<file path="src/rtl/song_pkg.sv">
// Shared encodings, ROM entry layout and the three song tables for song_player.
package song_pkg;

  localparam logic [1:0] ST_START  = 2'd0;
  localparam logic [1:0] ST_MENU   = 2'd1;
  localparam logic [1:0] ST_PLAY   = 2'd2;
  localparam logic [1:0] ST_FINISH = 2'd3;

  typedef enum logic [1:0] {
    P_IDLE    = 2'd0,
    P_ARMED   = 2'd1,
    P_PLAYING = 2'd2,
    P_DONE    = 2'd3
  } player_state_e;

  localparam logic [3:0]  END_MARK    = 4'hF;
  localparam int unsigned ENTRY_W     = 7;
  localparam int unsigned NUM_ENTRIES = 16;

  typedef struct packed {
    logic [3:0] pitch;
    logic [2:0] dur;
  } note_entry_t;

  localparam logic [ENTRY_W-1:0] END_ENTRY = {END_MARK, 3'd0};

  // Song 1: short tune with a rest and a zero-duration entry.
  localparam logic [ENTRY_W-1:0] SONG1_TBL [NUM_ENTRIES] = '{
    {4'd5, 3'd2}, {4'd0, 3'd1}, {4'd7, 3'd3}, {4'd8, 3'd0},
    END_ENTRY, END_ENTRY, END_ENTRY, END_ENTRY,
    END_ENTRY, END_ENTRY, END_ENTRY, END_ENTRY,
    END_ENTRY, END_ENTRY, END_ENTRY, END_ENTRY
  };

  // Song 2: fills all 16 slots, so it ends through the index limit.
  localparam logic [ENTRY_W-1:0] SONG2_TBL [NUM_ENTRIES] = '{
    {4'd1,  3'd2}, {4'd2,  3'd1}, {4'd3,  3'd1}, {4'd4,  3'd2},
    {4'd5,  3'd1}, {4'd6,  3'd1}, {4'd7,  3'd2}, {4'd8,  3'd1},
    {4'd9,  3'd1}, {4'd10, 3'd2}, {4'd11, 3'd1}, {4'd12, 3'd1},
    {4'd13, 3'd2}, {4'd14, 3'd1}, {4'd1,  3'd1}, {4'd2,  3'd0}
  };

  // Song 3: fixed diagnostic pattern.
  localparam logic [ENTRY_W-1:0] SONG3_TBL [NUM_ENTRIES] = '{
    {4'd1, 3'd1}, {4'd2, 3'd2}, {4'd3, 3'd1}, END_ENTRY,
    END_ENTRY, END_ENTRY, END_ENTRY, END_ENTRY,
    END_ENTRY, END_ENTRY, END_ENTRY, END_ENTRY,
    END_ENTRY, END_ENTRY, END_ENTRY, END_ENTRY
  };

  // A zero duration plays for one beat.
  function automatic logic [2:0] eff_dur(input logic [2:0] d);
    return (d == 3'd0) ? 3'd1 : d;
  endfunction

endpackage

</file>
<file path="src/rtl/song_player_rom.sv">
// Combinational note table lookup; song id 0 reads as end-of-song everywhere.
module song_rom
  import song_pkg::*;
(
  input  logic [1:0]         song_id_i,
  input  logic [3:0]         idx_i,
  output logic [ENTRY_W-1:0] entry_c
);

  always_comb begin
    entry_c = END_ENTRY;
    case (song_id_i)
      2'd1:    entry_c = SONG1_TBL[idx_i];
      2'd2:    entry_c = SONG2_TBL[idx_i];
      2'd3:    entry_c = SONG3_TBL[idx_i];
      default: entry_c = END_ENTRY;
    endcase
  end

endmodule

</file>
<file path="src/rtl/song_player.sv">
// Playback engine: latches the confirmed song and steps its note table at a
// fixed beat rate while the controller is in PLAY, then pulses finish.
module song_player
  import song_pkg::*;
#(
  parameter int unsigned CLK_PER_BEAT = 25_000_000
) (
  input  logic       clk,
  input  logic       rst,
  input  logic [1:0] state,
  input  logic [1:0] song_confirm,
  output logic [3:0] note,
  output logic       note_valid,
  output logic [3:0] note_idx,
  output logic       busy,
  output logic       finish
);

  localparam int unsigned   PW         = (CLK_PER_BEAT > 1) ? $clog2(CLK_PER_BEAT) : 1;
  localparam logic [PW-1:0] PRESC_LAST = PW'(CLK_PER_BEAT - 1);

  player_state_e fsm_q, fsm_d;
  logic [1:0]    song_id_q, song_id_d;
  logic [PW-1:0] presc_q, presc_d;
  logic [2:0]    beat_q, beat_d;
  logic [2:0]    dur_q, dur_d;
  logic [3:0]    note_q, note_d;
  logic          valid_q, valid_d;
  logic [3:0]    idx_q, idx_d;
  logic          busy_q, busy_d;
  logic          finish_q, finish_d;

  logic [3:0]         rom_idx;
  logic [ENTRY_W-1:0] rom_entry;
  note_entry_t        ent;
  logic               presc_wrap;
  logic               beat_done;
  logic               last_note;

  // ARMED fetches entry 0; PLAYING prefetches the entry after the current one.
  assign rom_idx = (fsm_q == P_PLAYING) ? 4'(idx_q + 4'd1) : 4'd0;

  song_rom u_rom (
    .song_id_i (song_id_q),
    .idx_i     (rom_idx),
    .entry_c   (rom_entry)
  );

  assign ent        = note_entry_t'(rom_entry);
  assign presc_wrap = (presc_q == PRESC_LAST);
  assign beat_done  = presc_wrap && ((beat_q + 3'd1) == dur_q);
  assign last_note  = (idx_q == 4'd15) || (ent.pitch == END_MARK);

  always_ff @(posedge clk or negedge rst) begin
    if (!rst) begin
      fsm_q     <= P_IDLE;
      song_id_q <= 2'd0;
      presc_q   <= '0;
      beat_q    <= 3'd0;
      dur_q     <= 3'd0;
      note_q    <= 4'd0;
      valid_q   <= 1'b0;
      idx_q     <= 4'd0;
      busy_q    <= 1'b0;
      finish_q  <= 1'b0;
    end else begin
      fsm_q     <= fsm_d;
      song_id_q <= song_id_d;
      presc_q   <= presc_d;
      beat_q    <= beat_d;
      dur_q     <= dur_d;
      note_q    <= note_d;
      valid_q   <= valid_d;
      idx_q     <= idx_d;
      busy_q    <= busy_d;
      finish_q  <= finish_d;
    end
  end

  always_comb begin
    fsm_d     = fsm_q;
    song_id_d = song_id_q;
    presc_d   = presc_q;
    beat_d    = beat_q;
    dur_d     = dur_q;
    note_d    = note_q;
    valid_d   = valid_q;
    idx_d     = idx_q;
    busy_d    = busy_q;
    finish_d  = 1'b0;

    case (fsm_q)
      P_IDLE: begin
        if (song_confirm != 2'd0) begin
          song_id_d = song_confirm;
          fsm_d     = P_ARMED;
        end
      end

      P_ARMED: begin
        if (state == ST_PLAY) begin
          fsm_d   = P_PLAYING;
          idx_d   = 4'd0;
          presc_d = '0;
          beat_d  = 3'd0;
          note_d  = ent.pitch;
          dur_d   = eff_dur(ent.dur);
          valid_d = 1'b1;
          busy_d  = 1'b1;
        end else begin
          if (song_confirm != 2'd0) song_id_d = song_confirm;
          if (state == ST_START) fsm_d = P_IDLE;
        end
      end

      P_PLAYING: begin
        if (state != ST_PLAY) begin
          // Abort: silence immediately, no finish pulse.
          fsm_d   = P_IDLE;
          note_d  = 4'd0;
          valid_d = 1'b0;
          busy_d  = 1'b0;
        end else begin
          presc_d = presc_wrap ? '0 : PW'(presc_q + PW'(1));
          if (presc_wrap) beat_d = 3'(beat_q + 3'd1);
          if (beat_done) begin
            if (last_note) begin
              finish_d = 1'b1;
              fsm_d    = P_DONE;
              note_d   = 4'd0;
              valid_d  = 1'b0;
              busy_d   = 1'b0;
            end else begin
              idx_d  = 4'(idx_q + 4'd1);
              note_d = ent.pitch;
              dur_d  = eff_dur(ent.dur);
              beat_d = 3'd0;
            end
          end
        end
      end

      P_DONE: begin
        if (state != ST_PLAY) fsm_d = P_IDLE;
      end

      default: fsm_d = P_IDLE;
    endcase
  end

  assign note       = note_q;
  assign note_valid = valid_q;
  assign note_idx   = idx_q;
  assign busy       = busy_q;
  assign finish     = finish_q;

endmodule

</file>
<file path="config.mk">
export PLATFORM = sky130hd
export DESIGN_NAME = song_player
export DESIGN_NICKNAME = d
export VERILOG_FILES = /design/src/rtl/song_pkg.sv /design/src/rtl/song_player_rom.sv /design/src/rtl/song_player.sv
export SDC_FILE = /design/constraint.sdc
export NUM_CORES = 1
export LEC_CHECK = 0
export ABC_AREA = 0
export CORE_ASPECT_RATIO = 0.6
export CORE_UTILIZATION = 50
export DETAILED_ROUTE_END_ITERATION = 8
export PLACE_DENSITY = 0.68
export SLEW_MARGIN = 10
export SYNTH_ARGS = -nofsm -noshare
export SYNTH_HDL_FRONTEND = slang
export SYNTH_SLANG_ARGS = --single-unit
</file>
<file path="constraint.sdc">
create_clock -name clk -period 9.2 [get_ports clk]
set_clock_uncertainty 0.2 [all_clocks]
set_input_delay 1.84 -clock clk [delete_from_list [all_inputs] [get_ports clk]]
set_output_delay 1.84 -clock clk [all_outputs]
set_load 0.02 [all_outputs]
</file>
## After elaboration in Yosys (flattened, before gate mapping)

Memories as Yosys holds them, arrays and structs flattened.
Cells that the tools add are included.

| cells by class | value |
|---|---|
| equal/unequal tests | 22 |
| $lt $le $gt $ge | 1 |
| add/sub/neg operators | 3 |
| reduce and logical (&&, ||, !) cells | 14 |
| bitwise gates (word level) | 1 |
| mux-type cells | 54 |

Operators by type and width:

| cell | number |
|---|---|
| 25-bit 2-to-1 mux | 3 |
| 25-bit one-hot mux with 2 select lines | 1 |
| 7-bit 2-to-1 mux | 6 |
| 4-bit 2-to-1 mux | 9 |
| 3-bit 2-to-1 mux | 10 |
| 25-bit by 1-bit adder with 25-bit output (second input constant) | 1 |
| 25-bit equality test (second input constant) | 1 |
| 7-bit one-hot mux with 3 select lines | 1 |
| 2-bit 2-to-1 mux | 9 |
| 2-bit != test (second input constant) | 8 |
| 4-bit one-hot mux with 2 select lines | 2 |
| 3-bit one-hot mux with 2 select lines | 2 |
| 2-bit equality test (second input constant) | 5 |
| 5-bit AND reduction | 2 |
| 4-bit equality test (second input constant) | 2 |
| 1-bit 2-to-1 mux | 8 |
| 2-bit one-hot mux with 4 select lines | 1 |
| 3-bit by 2-bit != test with 1-bit output (second input constant) | 2 |
| 3-bit AND reduction | 2 |
| 2-bit nonzero test | 3 |
| 5-bit greater-or-equal comparator (second input constant) | 1 |
| 4-bit inverter with 5-bit output | 1 |
| 4-bit by 1-bit adder with 4-bit output (second input constant) | 1 |
| 2-bit by 1-bit equality test with 1-bit output (second input constant) | 2 |
| 11 further kinds | 12 |

| storage, ports and cells | value |
|---|---|
| word-level logic and storage cells | 107 |
| input port bits | 6 |
| memories kept | 3 |
| output and inout bits | 11 |
| ROM bits | 336 |
| register bits after elaboration | 45 |

Memory list:

| memory | depth | width | rd ports | clocked after Yosys merged registers in | write ports | line | source |
|---|---|---|---|---|---|---|---|
| (no name shown) | 16 | 7 | 1 | 0 | 0 | song_player_rom.sv:14 | `2'd2: entry_c = SONG2_TBL[idx_i];` |
| (no name shown) | 16 | 7 | 1 | 0 | 0 | song_player_rom.sv:13 | `2'd1: entry_c = SONG1_TBL[idx_i];` |
| (no name shown) | 16 | 7 | 1 | 0 | 0 | song_player_rom.sv:15 | `2'd3: entry_c = SONG3_TBL[idx_i];` |

## Depth between registers and ports, before layout

Gate-level depths: netlist of run 1.

| depth | value |
|---|---|
| depth after elaboration | 13 |
| gate-level depth with buffers | 15 |
| depth with buffers taken out | 11 |

## By module

Synthesis of run 1 repeated with hierarchy kept, for this count alone.

| unflattened totals | value |
|---|---|
| cell total of the unflattened synthesis | 331 |
| area total of the unflattened synthesis | 3036.7 sq um |

By module, submodules not included:

| module | times used | area an instance (sq um) | cells an instance |
|---|---|---|---|
| song_player | 1 | 2652.5 | 276 |
| song_rom | 1 | 384.1 | 55 |

## Least setup slack after synthesis of run 1

No wires, ideal clock.

| timing path | value |
|---|---|
| path kind | register to register |
| start | register fsm_q[0] |
| end | register dur_q[0] |
| path slack | 5.611 ns |
| arrival time | 3.262 ns |
| stages on the path, launching flop included | 14 |
| setup time | 0.128 ns |
| period minus slack after synthesis | 3.589 ns |
| cells stage by stage | dfrtp_1 -> inv_1 -> ha_1 -> buf_2 -> buf_1 -> clkbuf_1 -> nand2_1 -> ha_1 -> and3_1 -> o31ai_4 -> a2111oi_4 -> buf_6 -> o22ai_2 -> mux2_1 |

| on the way | value |
|---|---|
| longest elaborated chain between the ends | 13 |

Ends and longest elaborated chain:

| what | line | source |
|---|---|---|
| start: declaration | song_player.sv:22 | `player_state_e fsm_q, fsm_d;` |
| start signal: assignment | song_player.sv:67 | `fsm_q <= fsm_d;` |
| 2-bit equality test | song_player.sv:41, song_player.sv:92 |  |
| 4-bit 2-to-1 mux | song_player.sv:41 | `assign rom_idx = (fsm_q == P_PLAYING) ? 4'(idx_q + 4'd1) : 4'd0;` |
| 4-bit inverter with 5-bit output (implied by the code) | song_player_rom.sv:13, song_player_rom.sv:14, song_player_rom.sv:15 |  |
| memory read 16 x 7 bit (on tied branches) | -- |  |
| 7-bit 2-to-1 mux (on tied branches) (2 in a row) | song_player_rom.sv:15, song_player_rom.sv:13, song_player_rom.sv:14 |  |
| 7-bit one-hot mux with 3 select lines | song_player_rom.sv:12 | `case (song_id_i)` |
| 3-bit logical NOT | song_pkg.sv:53 | `return (d == 3'd0) ? 3'd1 : d;` |
| 3-bit 2-to-1 mux | song_pkg.sv:53 |  |
| 3-bit 2-to-1 mux | song_player.sv:127 | `if (last_note) begin` |
| 3-bit 2-to-1 mux | song_player.sv:126 | `if (beat_done) begin` |
| 3-bit 2-to-1 mux | song_player.sv:117 | `if (state != ST_PLAY) begin` |
| 3-bit one-hot mux with 2 select lines | song_player.sv:92 | `case (fsm_q)` |
| end signal: assignment | song_player.sv:71 | `dur_q <= dur_d;` |
| end: declaration | song_player.sv:26 | `logic [2:0] dur_q, dur_d;` |

Parallel ways exist; a longest one is shown, timed or not. The select of a mux whose other input is x is not followed.
A chain may end at the register's enable or synchronous reset.

## Worst setup path in the final report of run 1

| timing path | value |
|---|---|
| start | input state[1] |
| end | register presc_q[18] |

| on the way | value |
|---|---|
| longest elaborated chain between the ends | 3 |

Ends and longest elaborated chain:

| what | line | source |
|---|---|---|
| start: declaration | song_player.sv:10 | `input logic [1:0] state,` |
| 2-bit equality test / 2-bit != test (equally long branches) | song_player.sv:101, song_player.sv:117 |  |
| 2-bit != test (no source line) | -- |  |
| 3-bit AND reduction (no source line) * | -- |  |
| end signal: assignment | song_player.sv:69 | `presc_q <= presc_d;` |
| end: declaration | song_player.sv:24 | `logic [PW-1:0] presc_q, presc_d;` |

Every way passes the cells marked *; elsewhere a longest branch is shown, timed or not.

==> out/results.ini, run 1 <==
[setup_path]
critPathMaxFanout = 13
startpoint_type = primary input
reg2regPathDepth = 10
required_ps = 9160
reg2reg_slack_ps = 5450
rr_startpoint = fsm_q[0]
path_cells = clkdlybuf4s50_1 -> nor2b_1 -> buf_4 -> o21a_1 -> and3_1 -> and4_1 -> nor2b_1 -> xnor2_1 -> nor2_1
r2r_end = note_idx[3]
crit_path_top_delay_cell = clkdlybuf4s50_1
critPathMaxStageDelay_ps = 470
crit_top_cell = nor2b_1
end_kind = register
crit_type = primary input to register
crit_arrival_ps = 3840

[placement]
place_congestion = 0.863
io_buffers = 16
post-dp-hpwl_um = 5470

[clock_network]
clk_latency_ps = 300
numCtsBuffers = 5
post_cts_buffers = 0
cts_tree = done
htreeDepth = 2
postCtsHoldBufs = 0
cts_resized = 0
clockBufferDepth = 2
clk_pin_slew_worst_paths_ps = 80
cts-root-buf = clkbuf_8
cts_sinks = 44

[yosys]
synth_top_cells_by_area = dfrtp_1 (34%), ha_1 (5.4%), nand2_1 (4.9%)
yosysSeqAreaShare_pct = 34.2
yosys_warnings = 0
ys_top_cells_by_count = dfrtp_1 (44), nand2_1 (42), nor2_1 (33)
ys_types = 72
synth_cells = 364
syn-cell-area_um2 = 3220
synth_ff_type = dfrtp_1
ys_async_sr_fraction_pct = 100
postSynthAreaPerCell_um2 = 8.85
yosys_register_bits = 44
synth_most_common_cell = dfrtp_1
synth_edf_count = 0
synth_top_cell_area_share_pct = 34.2
syn_nets = 384
synth_top_cell_by_area = dfrtp_1

[floorplan]
num_io_pins = 17
design.core.area_um2 = 6170
start_util_pct = 52.2
die_w_um = 106
dieArea_um2 = 6780
die_h_um = 64.2
fp-row-count = 22

[finish]
layout-drive-gt1-share_pct = 7.73
multiInputGateArea_um2 = 1980
syn2layout_area_growth_pct = 9.52
ff_latch_area_um2 = 1100
fillCellCount = 549
nNetsFinal = 394
n_antenna_cell = 0

[pwr]
fin_total_pwr_uw = 724
peakVddDrop_mv = 0.0992
power-per-cell-area_nw_per_um2 = 205
p_leak_uw = 0.00148

[routing]
viasPerCell = 6.02
num_vias = 2764
first_iter_violations = 218
drc = 0
drtPass1Iterations = 5
routedWlPerCell_um = 16.4
wirelength_um = 7510
drtAntennaViolNets = 0

[grt]
overflow = 0
track_usage_pct = 23.7
grt_pass1_vias = 2521
grt_pass1_wl_um = 12700
grt_max_degree = 45
antenna_found_initial = 0

[min_path]
min_to = note[0]
hold_class = register to register
hp-start = note[0]
holdPathStages = 2

[sta]
min_period_ps = 3880
fmax_mhz = 258
rsz0062_at_grt = no
setup_viol = 0
relSlewSlack_pct = 33.8
drv_slew = 0
fin_crit_sh_pct = 42.2
fin_tns_setup_ps = 0
hold_violations = 0
worstMarginPinSlew_ps = 993

[outcome]
status = completed

[job]
drv_cap = 0

[how the worst max path moves through the flow]
stage                   from          end  slack [ps]  cells past startpoint
floorplan           fsm_q[0]     dur_q[0]        5610                     13
global placement    state[1]  presc_q[18]        5090                      9
detailed placement  state[1]  presc_q[18]        5030                      9
CTS                 state[1]   presc_q[4]        5340                      7
global route        fsm_q[0]     dur_q[0]        5150                     10
finish              state[1]  presc_q[18]        5320                      9
[metrics by stage]
step / area [um^2] / hold WS, ps / utilization (%) / setup WS (ps) / std cells
finish: 3530 / 302 / 57.2 / 5320 / 459
global route: 3530 / 334 / 57.2 / 5150 / 459
global placement: 3420 / 274 / 55.5 / 5090 / 451
floorplan: 3220 / 260 / - / 5610 / 364
detailed placement: 3420 / 290 / 55.5 / 5030 / 451
CTS: 3530 / 309 / 57.2 / 5340 / 459
[sequential cells by signal, summed over array words and instances (netlist names)]
signal / count
dur_q: 2
note: 4
busy: 1
song_id_q: 2
presc_q: 25
fsm_q: 2
beat_q: 3
finish: 1
note_idx: 4
[metal layers]
metal	vias to the layer above	routed length [um]	GRT usage (%)
met5	-	0	0
met4	0	64	5.73
met3	8	404	4.90
met2	69	3030	31.9
met1	1345	4010	37.8
li1	1342	-	-
[critical path, delay by kind of cell]
family	cells	cell delay [ps]
simple gates	5	900
buf+inv	2	660
compound gates	1	310
xor+xnor	1	130
[power breakdown]
part,switching (uW),leakage [uW],internal [uW]
Sequential,33.5,0.000591,216
Clock,68.6,0.0000552,80.7
Combinational,203,0.000835,123
[cells in the final DEF, fill, tap and decap left out, drive strengths merged, types with 3 or more instances in the layout]
| cell | instances |
|---|---|
| a211oi | 3 |
| a21oi | 15 |
| a31oi | 3 |
| and3 | 7 |
| buf | 4 |
| clkbuf | 6 |
| clkdlybuf4s50 | 15 |
| dfrtp | 44 |
| ha | 14 |
| inv | 15 |
| mux2 | 5 |
| mux2i | 4 |
| nand2 | 42 |
| nand2b | 5 |
| nand3 | 22 |
| nand3b | 5 |
| nand4 | 8 |
| nor2 | 34 |
| nor2b | 8 |
| nor3 | 10 |
| nor3b | 3 |
| nor4 | 4 |
| o211ai | 3 |
| o21ai | 16 |
| o22ai | 3 |
| o31ai | 5 |
| or3 | 4 |
| xnor2 | 8 |
| xor2 | 15 |
[logic make-up (layout without fill, tap and decap cells)]
group / Yosys count / after routing / share of synthesized area, %
multiplexers: 9 / 9 / 3.11
adder cells (fa/ha/maj): 14 / 14 / 5.44
flip-flops: 44 / 44 / 34.2
buffers and inverters: 31 / 42 / 4.35
AO/OA/AOI/OAI: 80 / 80 / 19.6
XOR/XNOR: 23 / 23 / 6.26
AND/OR/NAND/NOR: 163 / 163 / 27.1
[layout make-up]
| type | count | share of cell area, % |
|---|---|---|
| clock buffer | 6 | 2.06 |
| clock inverter | 2 | 0.993 |
| inverter | 15 | 1.60 |
| multi-input combinational | 289 | 56.1 |
| sequential | 44 | 31.2 |
| tap | 84 | 2.98 |
| timing repair buffer | 19 | 5.04 |
Power figures use the tool's default switching activity.
==> run 2, diff against run 1 <==
==> constraint.sdc (replaced) <==
create_clock -name clk -period 3.9 [get_ports clk]
set_clock_uncertainty 0.2 [all_clocks]
set_input_delay 0.78 -clock clk [delete_from_list [all_inputs] [get_ports clk]]
set_output_delay 0.78 -clock clk [all_outputs]
set_load 0.02 [all_outputs]
==> run 2 against run 1 <==
Against the previous run: worst hold slack lost 4.0 ps; sequential power rose by 130%; cell count is 0.44% higher; flip-flop and latch count is the same; register-to-register slack worse by 5100 ps; utilization grew 0.24 points; global-route usage up 0.89 points; total power is 140% higher; non-clock buffer count grew 2; cell area up 0.43%; clock power increased by 140%; die area did not move.
==> out/results.ini, run 2 (synthesis gave the netlist of run 1 again) <==
[floorplan]
dieArea_um2 = 6780  ; unchanged
num_io_pins = 17  ; unchanged
die_w_um = 106  ; unchanged
die_h_um = 64.2  ; unchanged
start_util_pct = 52.2  ; unchanged
design.core.area_um2 = 6170  ; unchanged
fp-row-count = 22  ; unchanged

[routing]
num_vias = 2798  ; +1.2%
drtAntennaViolNets = 0  ; unchanged
routedWlPerCell_um = 16.5  ; +0.65%
first_iter_violations = 282  ; +29%
drtPass1Iterations = 5  ; unchanged
viasPerCell = 6.07  ; +0.79%
wirelength_um = 7590  ; +1.1%
drc = 0  ; unchanged

[grt]
antenna_found_initial = 0  ; unchanged
track_usage_pct = 24.6  ; +0.89 points
grt_max_degree = 45  ; unchanged
grt_pass1_wl_um = 13000  ; +2.5%
grt_pass1_vias = 2552  ; +1.2%
overflow = 0  ; unchanged

[pwr]
p_leak_uw = 0.00149  ; +0.73%
peakVddDrop_mv = 0.340  ; +240%
fin_total_pwr_uw = 1730  ; +140%
power-per-cell-area_nw_per_um2 = 488  ; +140%

[setup_path]
crit_type = register to register
r2r_end = note_idx[0]
path_cells = inv_1 -> ha_1 -> nand2b_1 -> inv_1 -> ha_1 -> a32o_1 -> a21o_1 -> a2111oi_4 -> o22ai_2 -> mux2_1
critPathMaxFanout = 11  ; -2
cp_num_buf_inv = 2  ; unchanged
reg2reg_slack_ps = 380  ; -5070 ps
rr_startpoint = fsm_q[0]
crit_arrival_ps = 3510  ; -330 ps
startpoint_type = register
critPathTopFamily = compound AO/OA/AOI/OAI gates
crit_path_top_delay_cell = a2111oi_4
critPathMaxStageDelay_ps = 590  ; +120 ps
required_ps = 3890  ; -5270 ps
reg2regPathDepth = 10  ; unchanged
end_kind = register

[clock_network]
numCtsBuffers = 5  ; unchanged
clk_pin_slew_worst_paths_ps = 80  ; about the same
postCtsHoldBufs = 0  ; unchanged
cts_resized = 0  ; unchanged
cts_tree = done
cts-root-buf = clkbuf_8
htreeDepth = 2  ; unchanged
post_cts_buffers = 0  ; unchanged
cts_sinks = 44  ; unchanged
clockBufferDepth = 2  ; unchanged
clk_latency_ps = 300  ; about the same

[min_path]
hp-start = note[3]
min_to = note[3]
hold_class = register to register
holdPathStages = 2  ; unchanged

[job]
drv_cap = 0  ; unchanged

[finish]
multiInputGateArea_um2 = 1980  ; unchanged
largest_register_ffs = 25  ; unchanged
nNetsFinal = 396  ; +0.51%
regMostFlops = presc_q
final_cell_mix = dfrtp_1 (44), nand2_1 (42), nor2_1 (33)
ff_latch_area_um2 = 1100  ; unchanged
fillCellCount = 541  ; -1.5%
final_util_pct = 57.4  ; +0.24 points
layout_commonest_cell = dfrtp_1
syn2layout_area_growth_pct = 9.98
n_antenna_cell = 0  ; unchanged
fin_area_um2 = 3540  ; +0.43%
layout-drive-gt1-share_pct = 8.22  ; +0.49 points

[sta]
fmax_mhz = 284
drv_slew = 0  ; unchanged
fin_crit_sh_pct = 90.2
rsz0062_at_grt = no
relSlewSlack_pct = 33.4  ; -0.41 points
min_period_ps = 3520
fin_tns_setup_ps = 0  ; unchanged
hold_violations = 0  ; unchanged
worstMarginPinSlew_ps = 1000  ; +6.14 ps
setup_viol = 0  ; unchanged

[outcome]
status = completed

[placement]
placed_area_um2 = 3430  ; +0.44%
post-dp-hpwl_um = 5560  ; +1.8%
io_buffers = 16  ; unchanged
place_congestion = 0.938  ; +8.6%

[run 2: layout make-up]
| cell class | instances | share of cell area, % |
|---|---|---|
| multi-input combinational | 289 | 55.9 |
| sequential | 44 | 31.1 |
| timing repair buffer | 21 | 5.44 |
| tap | 84 | 2.97 |
| clock buffer | 6 | 2.05 |
| inverter | 15 | 1.59 |
| clock inverter | 2 | 0.989 |
[run 2: power breakdown]
part           internal, uW  total (uW)  switching [uW]  leakage, uW
Combinational           294         793             499     0.000845
Clock                   190         353             163    0.0000552
Sequential              509         581            71.9     0.000591
Total                   994        1730             733      0.00149
[run 2: per-layer routing]
layer / GRT usage, % / routed length, um / share of wire [%] / vias up
met2: 32.8 / 2910 / 38 / 102
met4: 6.60 / 61 / 0.80 / 0
met1: 38.8 / 4090 / 54 / 1345
met3: 5.51 / 531 / 7.0 / 5
li1: - / - / - / 1346
met5: 0 / 0 / 0 / -
[run 2: how the worst max path moves through the flow]
stage / end / cells after the start / slack [ps] / start
6_report: note_idx[0] / 10 / 380 / fsm_q[0]
5_1_grt: note_idx[3] / 11 / 90 / fsm_q[0]
4_1_cts: note_idx[0] / 10 / 420 / fsm_q[0]
3_5_place_dp: note_idx[0] / 10 / 420 / fsm_q[0]
3_3_place_gp: note_idx[0] / 10 / 540 / fsm_q[0]
2_1_floorplan: dur_q[0] / 13 / 310 / fsm_q[0]
[run 2: worst min-delay path, stage by stage (launching register included)]
cell     delay, ps
dfrtp_1        350
nand2_1         50
o21ai_1         60
[run 2: metrics by stage]
step	std cells	hold slack (ps)	worst slack, ps
global route	461	340	90.0
finish	461	298	382
CTS	461	304	420
detailed placement	453	285	422
floorplan	364	260	311
global placement	453	290	543
